--- src/rtl/sha256_digest_reader.sv ---
// sha256_digest_reader
// Captures the 256-bit SHA-256 digest from the hash core into a shadow
// register and hands it to the host one byte per rising edge of rd_req,
// most significant byte (H0[31:24]) first. All outputs are registered.

module sha256_digest_reader (
    input  logic         clk,
    input  logic         rst_n,
    input  logic         ena,
    input  logic         clr,
    input  logic         digest_valid,
    input  logic [255:0] digest_in,
    input  logic         rd_req,
    output logic [7:0]   data_out,
    output logic         data_valid,
    output logic         last,
    output logic [4:0]   byte_idx,
    output logic         busy,
    output logic         overrun
);

    typedef enum logic {
        IDLE = 1'b0,
        SHOW = 1'b1
    } state_t;

    state_t         state_q, state_d;
    logic [4:0]     idx_q, idx_d;
    logic [255:0]   shadow_q, shadow_d;
    logic           overrun_q, overrun_d;
    logic [7:0]     data_out_q, data_out_d;
    logic           last_q, last_d;
    logic           rd_req_q;
    logic           rd_edge;
    logic [7:0]     bit_base;

    // A host read is the rising edge of the strobe, so a held strobe consumes one byte.
    assign rd_edge = rd_req & ~rd_req_q;

    // Next-state logic: clr beats the enable gate, which beats normal operation.
    always_comb begin
        state_d   = state_q;
        idx_d     = idx_q;
        shadow_d  = shadow_q;
        overrun_d = overrun_q;
        if (clr) begin
            state_d   = IDLE;
            idx_d     = 5'd0;
            overrun_d = 1'b0;
        end else if (ena) begin
            case (state_q)
                IDLE: begin
                    if (digest_valid) begin
                        shadow_d = digest_in;
                        idx_d    = 5'd0;
                        state_d  = SHOW;
                    end
                end
                SHOW: begin
                    if (digest_valid) begin
                        overrun_d = 1'b1;
                    end
                    if (rd_edge) begin
                        if (idx_q == 5'd31) begin
                            idx_d   = 5'd0;
                            state_d = IDLE;
                        end else begin
                            idx_d = idx_q + 5'd1;
                        end
                    end
                end
                default: begin
                    state_d = IDLE;
                    idx_d   = 5'd0;
                end
            endcase
        end
    end

    // Output byte is selected from the next-cycle shadow/index so it can be registered;
    // ~idx equals 31-idx, giving big-endian byte order.
    always_comb begin
        bit_base   = {~idx_d, 3'b000};
        data_out_d = 8'h00;
        last_d     = 1'b0;
        if (state_d == SHOW) begin
            data_out_d = shadow_d[bit_base +: 8];
            last_d     = (idx_d == 5'd31);
        end
    end

    // State, shadow and registered outputs; rd_req_q samples every cycle regardless of ena.
    always_ff @(posedge clk or negedge rst_n) begin
        if (!rst_n) begin
            state_q    <= IDLE;
            idx_q      <= 5'd0;
            shadow_q   <= '0;
            overrun_q  <= 1'b0;
            data_out_q <= 8'h00;
            last_q     <= 1'b0;
            rd_req_q   <= 1'b0;
        end else begin
            state_q    <= state_d;
            idx_q      <= idx_d;
            shadow_q   <= shadow_d;
            overrun_q  <= overrun_d;
            data_out_q <= data_out_d;
            last_q     <= last_d;
            rd_req_q   <= rd_req;
        end
    end

    assign data_out   = data_out_q;
    assign last       = last_q;
    assign byte_idx   = idx_q;
    assign data_valid = (state_q == SHOW);
    assign busy       = (state_q == SHOW);
    assign overrun    = overrun_q;

endmodule

--- config.mk ---
export PLATFORM = sky130hd
export DESIGN_NAME = sha256_digest_reader
export DESIGN_NICKNAME = d
export VERILOG_FILES = /design/src/rtl/sha256_digest_reader.sv
export SDC_FILE = /design/constraint.sdc
export NUM_CORES = 1
export LEC_CHECK = 0
export BUFFER_PORTS_ARGS = -buffer_cell sky130_fd_sc_hd__buf_4
export CAP_MARGIN = 20
export CORE_ASPECT_RATIO = 2
export CORE_MARGIN = 2
export CORE_UTILIZATION = 50
export CTS_CLUSTER_DIAMETER = 40
export DETAILED_ROUTE_END_ITERATION = 10
export PLACE_DENSITY = 0.84
export SLEW_MARGIN = 30
export SYNTH_ARGS = -nofsm -noshare
export SYNTH_HDL_FRONTEND = slang
export SYNTH_SLANG_ARGS = --single-unit
--- constraint.sdc ---
create_clock -name clk -period 2.6 [get_ports clk]
set_input_delay 0.26 -clock clk [delete_from_list [all_inputs] [get_ports clk]]
set_output_delay 0.26 -clock clk [all_outputs]
set_load 0.02 [all_outputs]
Word-level counts from Yosys, hierarchy flattened
Index checks and enable logic that the tools add are counted.
{ "totals": {"ff_bits": 273, "out_inout_bits": 17, "wordCells": 41} }
{ "classes": {"n_addsub": 1, "eq_ne": 2, "n_shift": 1, "mux": 22, "n_bitwise": 4, "n_reduce_logical": 4} }
{ "ops": {"columns": ["operator", "n"], "rows": [
  ["two-way mux 256 bit", 4],
  ["variable part select 256 x 9 -> 8 bit", 1],
  ["two-way mux 5 bit", 5],
  ["== test 5 bit (second input constant)", 2],
  ["two-way mux 1 bit", 10],
  ["one-hot mux 5 bit (2 select lines)", 1],
  ["two-way mux 8 bit", 1],
  ["nonzero test 2 bit", 3],
  ["adder 5 x 1 -> 5 bit (second input constant)", 1],
  ["inverter 5 bit", 1],
  ["AND reduction 3 bit", 1],
  ["inverter 1 bit", 2],
  ["one-hot mux 1 bit (2 select lines)", 1],
  ["AND 1 bit", 1]
]} }

Longest topological paths before layout
{ "depth": {"word_depth": 9, "ltp_mapped": 15} }

Worst setup path after synthesis
No wires, ideal clock.
{ "synth_timing": {"kind": "flip-flop to flip-flop", "start": "register idx_q[0] (netlist: byte_idx[0])", "end": "register data_out_q[6] (netlist: data_out[6])", "setup_ns": 0.139, "t_arrival_ns": 2.845, "required_ns": 2.461, "path_slack_ns": -0.383, "stages_incl_launch_ff": 13, "n_path_buf": 1, "period_less_slack_ns": 2.983, "path_cell_list": "dfrtp_1 -> ha_1 -> and3_1 -> ha_1 -> and3b_1 -> a2111oi_0 -> a211o_1 -> nand2_2 -> inv_4 -> buf_4 -> nor2_1 -> o211a_1 -> or4_1"} }
{ "synth_between": {"elab_chain_len": 9, "word_cells_on_any_way": 16, "classes_between": "add/sub (1); eq/ne (1); shift (1); mux (12); bitwise (1)"} }
{ "synth_rtl": {"columns": ["item", "line", "rtl"], "rows": [
  ["from (decl)", "28", "logic [4:0] idx_q, idx_d;"],
  ["from (signal assigned)", "104", "idx_q <= idx_d;"],
  ["adder 5 x 1 -> 5 bit / == test 5 bit (equally long branches)", "68, 64", null],
  ["two-way mux 5 bit", "64", "if (idx_q == 5'd31) begin"],
  ["two-way mux 5 bit", "63", "if (rd_edge) begin"],
  ["one-hot mux 5 bit (2 select lines)", "51", "case (state_q)"],
  ["two-way mux 5 bit", "50", "end else if (ena) begin"],
  ["two-way mux 5 bit", "46", "if (clr) begin"],
  ["inverter 5 bit", "83", "bit_base = {~idx_d, 3'b000};"],
  ["variable part select 256 x 9 -> 8 bit", "87", "data_out_d = shadow_d[bit_base +: 8];"],
  ["two-way mux 8 bit *", "86", "if (state_d == SHOW) begin"],
  ["via data_out_d[6]", "31", "logic [7:0] data_out_q, data_out_d;"],
  ["to (signal assigned)", "107", "data_out_q <= data_out_d;"],
  ["to (decl)", "31", null]
]} }
The timed path passes the listed nets; every way through them passes the cells marked *.
A chain may end at the register's enable or synchronous reset.

Final worst setup path
{ "layout_timing": {"start": "register idx_q[0] (netlist: byte_idx[0])", "end": "register data_out_q[4] (netlist: data_out[4])"} }
The elaborated chain is that of the path after synthesis.

==> out/qor.txt <==
Reg clk slew, reported paths -> 70 ps
# DRC -> 0
Detailed Place HPWL -> 31.7 mm
final RePlAce weighted congestion -> 1.05
min-delay worst type -> in -> reg
first-pass GRT wire length -> 76.4 mm
Seq/Total Area, Yosys -> 53.4%
FP Rows -> 82
Ports -> 279
Initial Utilization -> 50.9%
# setup viols final -> 7
nets@finish -> 2133
pwr dens -> 633 nW/um^2
kind of critical path -> reg -> reg
post-route ant nets -> 0
initial antenna violation count -> 4
Vert. Die Dim -> 230 um
RSZ-0062 raised after global routing -> yes
Pre-antenna DRT Iters -> 5
final WL -> 52.6 mm
Clock Latency Late Sink -> 540 ps
CP required -> 3010 ps
Synth area leader -> dfrtp_1
synthesized instance count -> 1321
Die X-Extent -> 117 um
Synth Register Bits -> 273
Min Hold Slack -> 1.57 ps
1st-iter DRT viols -> 1259
CTS root buf -> clkbuf_16
Avg Vias per Cell -> 5.81
Clock Tree Buf Depth -> 3
Max stage delay cell, worst path -> dfrtp_2
Synth async-reset ratio -> 100%
Max FO, Critical Path -> 8
Cell Chain, Critical Path -> ha_4 > and3_4 > ha_4 > and3b_2 > a2111oi_4 > a211o_1 > nand2_4 > inv_8 > buf_12 > mux2i_1 > o22a_1 > o22a_1 > nand4_1
GRT Total Usage -> 38.3%
number of distinct library cells after synthesis -> 60
H-Tree Depth -> 1
most common cell in the netlist -> nand2_1
CP max stage delay -> 430 ps
pin count of the biggest net entering global routing -> 91
Tmin final -> 2690 ps
Worst Path Arrival -> 3100 ps
vias post-DR -> 13000
Layout Skew -> 13.6 ps
worst slew pin tran -> 752 ps
FF-to-FF End -> data_out[4]
CP startpoint kind -> flip-flop
max-slew violation count -> 0
YS warnings -> 0
Worst Setup EP -> data_out[4]
Post-synth top cells -> nand2_1, dfrtp_1, mux2_2, mux2i_1, nor2_1
worst r2r src -> byte_idx[0]
Post-Synthesis Net Count -> 1585
CTS tree -> done
Fmax -> 0.371 GHz
final instance area -> 19300 sq um
leakage -> 9.37 nW
P&R area growth vs syn -> 50.8%
CTS Sinks -> 273
Mapped Area -> 12800 sq um
peak supply drop -> 0.578 mV
status -> complete, but fails checks
main area contributors after synthesis -> dfrtp_1, nand2_1, mux2_2
predominant post-synthesis flop cell -> dfrtp_1
CP Capture Type -> flip-flop
Yosys top cell area share -> 53.4%
number of global-route vias before repair -> 13800
Final period util -> 104%
final setup TNS -> -471 ps
r2r setup slk -> -90 ps
die area -> 27000 sq um
slack of the critical path -> -92.2 ps
pre-CTS setup slack -> -131 ps
layout cells sized above 1 -> 31.3%
failing checks -> negative setup slack
Post-DP Area -> 15900 sq um
WL per Instance -> 23.6 um
max-cap viol count -> 0
Slew headroom -> 49.8%
IO Port Bufs -> 278
grt ovf -> 0
average cell area after synthesis -> 9.69 sq um
Hold Vio Cnt, Final -> 0
CTS Buf Count -> 25
r2r worst-path depth -> 13
Post-synth EDFFs -> 0
CP Launch Point -> byte_idx[0]
core region area -> 25100 sq um
Core Util, Final -> 76.8%
fill count -> 1418
[sequential cells by signal (all words and copies together), names as in the netlist]
signal    cells
rd_req_q      1
last          1
overrun       1
busy          1
data_out      8
shadow_q    256
byte_idx      5
[kinds of logic after synthesis]
group	after synthesis	synth area share, %
AO/OA/AOI/OAI	129	7.35
adder cells (fa/ha/maj)	2	0.195
buffers and inverters	90	3.74
flip-flops	273	53.4
multiplexers	170	14.9
AND/OR/NAND/NOR	657	20.5
[layout by cell type (no fill, tap or decap), types with 5 or more instances in the layout]
cell | netlist | final
nor2_1 | 44 | 43
nand4_1 | 9 | 9
buf_6 | 6 | 13
a211o_1 | 6 | 6
diode_2 | 0 | 6
o22a_1 | 16 | 16
dfrtp_1 | 273 | 271
mux2i_1 | 74 | 64
nand2_1 | 552 | 550
bufinv_16 | 0 | 5
nand2b_1 | 16 | 15
o211ai_1 | 11 | 11
o31a_1 | 6 | 6
o21a_1 | 7 | 7
clkbuf_16 | 0 | 26
buf_12 | 0 | 13
a21oi_1 | 13 | 12
a31oi_1 | 5 | 5
mux4_2 | 7 | 7
o21ai_0 | 28 | 25
a22oi_2 | 0 | 5
o22ai_1 | 6 | 5
dlygate4sd3_1 | 0 | 208
mux2_2 | 88 | 87
buf_4 | 14 | 364
mux2i_2 | 0 | 9
[final cells by class]
class	count	area, sq um	area share [%]
antenna	6	15.0	0.0778
clock buffer	32	682	3.53
sequential	273	6830	35.4
multi-input combinational	958	5750	29.8
clock inverter	13	218	1.13
timing repair buffer	603	5330	27.6
tap	336	420	2.18
inverter	8	55.1	0.285
[through the flow]
step	total power [mW]	instances
6_report	12.2	2229
5_1_grt	12.5	2227
4_1_cts	11.8	2214
3_5_place_dp	7.54	1955
3_3_place_gp	7.45	1955
2_1_floorplan	6.44	1321
[where the power goes]
group	leakage (nW)	internal [mW]	total, mW	switching (mW)
combinational	5.55	1.28	2.81	1.53
sequential	3.38	5.00	5.28	0.280
clock	0.444	2.38	4.12	1.74
total	9.37	8.66	12.2	3.55
[worst max-delay path, delay by kind of cell, from the launching register on]
family | cells | cell delay, ps
AO/OA/AOI/OAI | 4 | 700
AND/OR/NAND/NOR | 4 | 610
multiplexers | 1 | 230
buffers and inverters | 2 | 260
flip-flops | 1 | 430
adder cells (fa/ha/maj) | 2 | 320
[metal layers]
layer	up-vias	share of wire (%)	wire length (um)	GRT usage (%)
met4	0	11	5770	35.1
met5	-	0	0	0
met3	333	7.1	3720	7.96
li1	5483	-	-	-
met1	6206	31	16500	37.8
met2	930	51	26600	64.6
[what timing repair did]
action	4_1_cts	5_1_grt
setup endpoints to repair	8	9
hold buffers	208	0
endpoints found under the hold margin	290	0
gates resized for setup	21	47
setup buffers	5	8
gates cloned	1	1
pin swaps	10	12
[how the worst min path moves through the flow]
stage / cells after the start / from / slack (ps) / end
2_1_floorplan: 0 / rst_n / -40 / busy
3_3_place_gp: 1 / rst_n / 330 / shadow_q[215]
3_5_place_dp: 1 / rst_n / 330 / overrun
4_1_cts: 3 / digest_in[36] / 1 / shadow_q[36]
5_1_grt: 3 / digest_in[126] / 5 / shadow_q[126]
6_report: 3 / digest_in[36] / 2 / shadow_q[36]
(Power assumes the default switching activity.)
